File: config.mk
export PLATFORM = sky130hd
export DESIGN_NAME = fwd_mux_reg
export DESIGN_NICKNAME = d
export VERILOG_FILES = /design/src/rtl/fwd_pkg.sv /design/src/rtl/fwd_prio_enc.sv /design/src/rtl/fwd_mux_reg.sv
export SDC_FILE = /design/constraint.sdc
export NUM_CORES = 1
export LEC_CHECK = 0
export BUFFER_PORTS_ARGS = -buffer_cell sky130_fd_sc_hd__buf_4
export CAP_MARGIN = 20
export CELL_PAD_IN_SITES_DETAIL_PLACEMENT = 2
export CELL_PAD_IN_SITES_GLOBAL_PLACEMENT = 2
export CORE_ASPECT_RATIO = 1.2
export CORE_MARGIN = 2
export CORE_UTILIZATION = 24
export CTS_CLUSTER_DIAMETER = 40
export DETAILED_ROUTE_END_ITERATION = 16
export GPL_ROUTABILITY_DRIVEN = 0
export PLACE_DENSITY = 0.95
export SYNTH_ARGS = -nofsm -noshare
export SYNTH_HDL_FRONTEND = slang
export SYNTH_SLANG_ARGS = --single-unit
File: constraint.sdc
create_clock -name clk -period 7.29 [get_ports clk]
set_input_delay 1.458 -clock clk [delete_from_list [all_inputs] [get_ports clk]]
set_output_delay 1.458 -clock clk [all_outputs]
set_load 0.02 [all_outputs]
File: src/rtl/fwd_pkg.sv
// Shared forwarding definitions.
//   SEL_RF    : select code meaning "register-file value"
//   sel_code  : maps forwarding source index k to its select code (k+1)
//   opnd_t    : operand bundle carried by the ID/EX stage
package fwd_pkg;

  localparam int SEL_RF = 0;
  localparam int OPND_W = 32;
  localparam int OPND_SW = 2;

  function automatic int sel_code(input int k);
    return k + 1;
  endfunction

  typedef struct packed {
    logic               valid;
    logic [OPND_SW-1:0] sel;
    logic [OPND_W-1:0]  data;
  } opnd_t;

endpackage

File: src/rtl/fwd_prio_enc.sv
// Lowest-set-bit priority encoder.
//   match : request vector, bit 0 has the highest priority
//   found : some bit of match is set
//   idx   : index of the lowest set bit (0 when nothing is set)
module fwd_prio_enc #(
  parameter int N  = 3,
  parameter int IW = (N > 1) ? $clog2(N) : 1
) (
  input  logic [N-1:0]  match,
  output logic          found,
  output logic [IW-1:0] idx
);

  // Scan from the top down so the lowest set bit is the last to win.
  always_comb begin
    found = 1'b0;
    idx   = '0;
    for (int k = N - 1; k >= 0; k--) begin
      if (match[k]) begin
        found = 1'b1;
        idx   = IW'(k);
      end
    end
  end

endmodule

File: src/rtl/fwd_mux_reg.sv
// Operand-forwarding selector with a registered output stage.
// Picks an operand from the register file or from the youngest matching
// downstream producer, flags a hazard when that producer is not ready, and
// captures the result into a stall/flush-capable pipeline register.
//   clk, reset     : clock, asynchronous active-low reset
//   stall, flush   : hold / clear the output stage (flush wins)
//   in_valid       : this cycle's operand request is real
//   rd_addr/rd_data: source register number and register-file value
//   src_*          : per-source address/write-enable/ready/data, k at [k*w +: w]
//   hazard         : combinational, youngest matching producer not ready
//   out_data/out_valid/out_sel : registered operand, valid, select code
//   hazard_cnt     : saturating count of inserted bubbles
module fwd_mux_reg
  import fwd_pkg::*;
#(
  parameter int W  = 32,
  parameter int N  = 3,
  parameter int A  = 5,
  parameter int CW = 16,
  parameter int SW = $clog2(N + 1)
) (
  input  logic           clk,
  input  logic           reset,
  input  logic           stall,
  input  logic           flush,
  input  logic           in_valid,
  input  logic [A-1:0]   rd_addr,
  input  logic [W-1:0]   rd_data,
  input  logic [N*A-1:0] src_addr,
  input  logic [N-1:0]   src_wen,
  input  logic [N-1:0]   src_ready,
  input  logic [N*W-1:0] src_data,
  output logic           hazard,
  output logic [W-1:0]   out_data,
  output logic           out_valid,
  output logic [SW-1:0]  out_sel,
  output logic [CW-1:0]  hazard_cnt
);

  localparam int IW = (N > 1) ? $clog2(N) : 1;

  logic [N-1:0]  match;
  logic          found;
  logic [IW-1:0] idx;
  logic [W-1:0]  sel_data;
  logic [SW-1:0] sel_cd;

  // r0 is hard-wired zero, so writes to it are never forwarded.
  for (genvar k = 0; k < N; k++) begin : g_match
    assign match[k] = src_wen[k] && (src_addr[k*A +: A] == rd_addr) && (rd_addr != '0);
  end

  fwd_prio_enc #(.N(N), .IW(IW)) u_enc (
    .match (match),
    .found (found),
    .idx   (idx)
  );

  // Only the youngest matching producer's ready bit matters; older
  // matches hold stale values and are irrelevant.
  always_comb begin
    sel_data = rd_data;
    sel_cd   = SW'(SEL_RF);
    hazard   = 1'b0;
    if (found) begin
      sel_data = src_data[int'(idx)*W +: W];
      sel_cd   = SW'(sel_code(int'(idx)));
      hazard   = in_valid && !src_ready[idx];
    end
  end

  always_ff @(posedge clk or negedge reset) begin
    if (!reset) begin
      out_data   <= '0;
      out_valid  <= 1'b0;
      out_sel    <= '0;
      hazard_cnt <= '0;
    end else if (flush) begin
      out_data  <= '0;
      out_valid <= 1'b0;
      out_sel   <= '0;
    end else if (!stall) begin
      if (hazard) begin
        // Bubble: data/sel hold, only the valid bit drops.
        out_valid <= 1'b0;
        if (hazard_cnt != {CW{1'b1}})
          hazard_cnt <= hazard_cnt + CW'(1);
      end else begin
        out_valid <= in_valid;
        out_data  <= sel_data;
        out_sel   <= sel_cd;
      end
    end
  end

endmodule

==> flow_summary.ini <==
[timing]
finalSetupViolCount = 0
finalHoldViolations = 0
fin_tns_setup_ns = 0
finalMaxSlewViolations = 0
min_period_over_period = 0.697
relSlewSlack = 0.514
period_minus_slack_ns = 5.08
fmaxAchievable_ghz = 0.197
fin_skew_ns = 0.00203
rsz0062_at_grt = false
worst_pin_slew_ns = 0.728
hold-worst-slack_ns = 0.501

[clock_network]
cts_buffer_depth = 2
holdBufCountCts = 0
cts_sinks = 51
postCtsSetupBuffers = 0
post_cts_resized = 0
clkLatencyLatePin_ns = 0.30
cts_buffers = 5
htreeDepth = 2
path_clk_slew_ns = 0.07
cts_tree = built
cts-root-buf = clkbuf_16

[die]
die_h_um = 127
die_area_um2 = 13400
row_count = 44
die-width_um = 106
io_pins = 211
initial_core_util = 0.247
core_um2 = 12200

[global_route]
grt_max_degree = 69
grt_pass1_vias = 4019
grt_pass1_wl_mm = 21.4
antenna_found_initial = 0
grt_usage = 0.201
grt-ovfl-total = 0

[hold_path]
hold_end = out_data[16]
hold_start = out_data[16]
min_path_cells = 1
hold_class = reg2reg

[synth]
yosys_warnings = 0
seq_area_frac_synth = 0.425
synth_edf_count = 0
synth_area_um2 = 3010
synthAdderAreaFrac = 0.00416
synth_compound_area_frac = 0.296
ys.flop_type = dfrtp_1
synth_top_family_by_area = compound AO/OA/AOI/OAI gates
synthMuxAreaShare = 0.0154
synth_area_per_cell_um2 = 9.66
syn_nets = 471
syn_inst = 311
synth-xor-area-share = 0.0845
ys_async_sr_fraction = 1.00
ys_ff_latch = 51
synth_cell_type_count = 43
synth-simple-area-share = 0.129

[power]
peakVddDrop_uv = 100
power_mw = 0.746
power-per-cell-area_nw_per_um2 = 154
power.leakage_nw = 2.31

[setup_path]
rrSetupSlack_ns = 4.92
critical_path.max_fanout = 36
required_ns = 5.83
endpoint_kind = output pin
arrival_ns = 3.62
rr_startpoint = hazard_cnt[8]
r2r_end = hazard_cnt[1]
cp-start-kind = input port
r2r_cells = 6
crit_type = in2out

[run]
drv_cap = 0

[final_layout]
drive_above_1_share = 0.461
final_cell_mix = 215 x buf_4, 51 x dfrtp_1, 46 x o22ai_1
final_common_cell = buf_4
final_nets = 667
diodes = 0
areaGrowthSynthToFinish_pct = 61.4

[routing]
via_count = 3497
drtIter0Drc = 91
firstDrtPassIters = 4
viasPerCell = 5.23
drt-wirelength-per-cell_um = 20.2
routed_wl_mm = 13.5
postRouteAntennaNets = 0
drc_errors = 0

[place]
portBuffers = 210
dpl.hpwl_mm = 10.6

[run_status]
status = finished clean
## critical path: stages
cell and delay (ns):
buf_4 0.13, or4_4 0.55, nor2_4 0.12, or3_1 0.12, buf_4 0.38, mux2i_2 0.37
o21a_1 0.20, and2_1 0.14, buf_4 0.13
## final cells by class
| type | count | area [um2] |
|---|---|---|
| Tap cell | 161 | 201 |
| Multi-Input combinational cell | 233 | 1590 |
| Clock inverter | 3 | 28.8 |
| Sequential cell | 51 | 1280 |
| Timing Repair Buffer | 216 | 1630 |
| Clock buffer | 5 | 125 |
| Fill cell | 1329 | 7310 |
## cell usage after synthesis (2+ instances only)
cell	instances	area, um2
nand4_1	8	50.1
a311oi_1	2	17.5
o221ai_1	9	78.8
and3_1	4	25.0
nand2_1	10	37.5
o22ai_1	46	288
nor3_1	11	55.1
mux2_2	2	22.5
o2bb2ai_1	9	78.8
buf_2	3	15.0
buf_6	4	45.0
or3_1	2	12.5
o21ai_0	9	45.0
xor2_1	3	26.3
nand3_1	7	35.0
dfrtp_1	51	1280
clkbuf_1	18	67.6
nor2_1	15	56.3
nand2b_1	4	25.0
a21oi_1	24	120
xnor2_1	26	228
a22o_1	23	201
## through the flow
step | worst slack, ns | util | instances | instance area [um2]
floorplan | 2.73 | - | 311 | 3010
global placement | 2.25 | 0.384 | 659 | 4680
detailed placement | 2.16 | 0.385 | 660 | 4680
CTS | 2.16 | 0.398 | 668 | 4840
global route | 2.08 | 0.399 | 669 | 4850
finish | 2.21 | 0.399 | 669 | 4850
## how the worst max path moves through the flow
| stage | cells past startpoint | slack, ns | end | start |
|---|---|---|---|---|
| floorplan | 8 | 2.73 | hazard | rd_addr[1] |
| detailed placement | 9 | 2.16 | hazard | rd_addr[0] |
| finish | 9 | 2.21 | hazard | rd_addr[0] |
| global route | 9 | 2.08 | hazard | rd_addr[0] |
| CTS | 9 | 2.16 | hazard | rd_addr[0] |
| global placement | 9 | 2.25 | hazard | rd_addr[0] |
## layer usage
metal | vias to the layer above | global-route usage | wire length (um)
met2 | 147 | 0.376 | 7260
met5 | - | 0 | 0
met4 | 0 | 0.0774 | 395
met1 | 1714 | 0.216 | 4930
li1 | 1604 | - | -
met3 | 32 | 0.0462 | 918
## report_power, final
group          switching (mW)  internal [mW]  leakage [nW]
clock network           0.116          0.131        0.0759
registers              0.0109          0.298         0.689
logic                  0.0883          0.102          1.54
## cell families after synthesis
family / Yosys count
AOI/OAI and AO/OA: 127
and+or+nand+nor: 72
DFF: 51
xor gates and xnor gates: 29
buffers and inverters: 27
muxes: 4
adders and majority gates: 1
## flip-flops by register name (all words and copies together) (netlist names)
signal,flops
out_valid,1
hazard_cnt,16
out_data,32
out_sel,2
No activity file was read; power rests on OpenSTA's default activity.
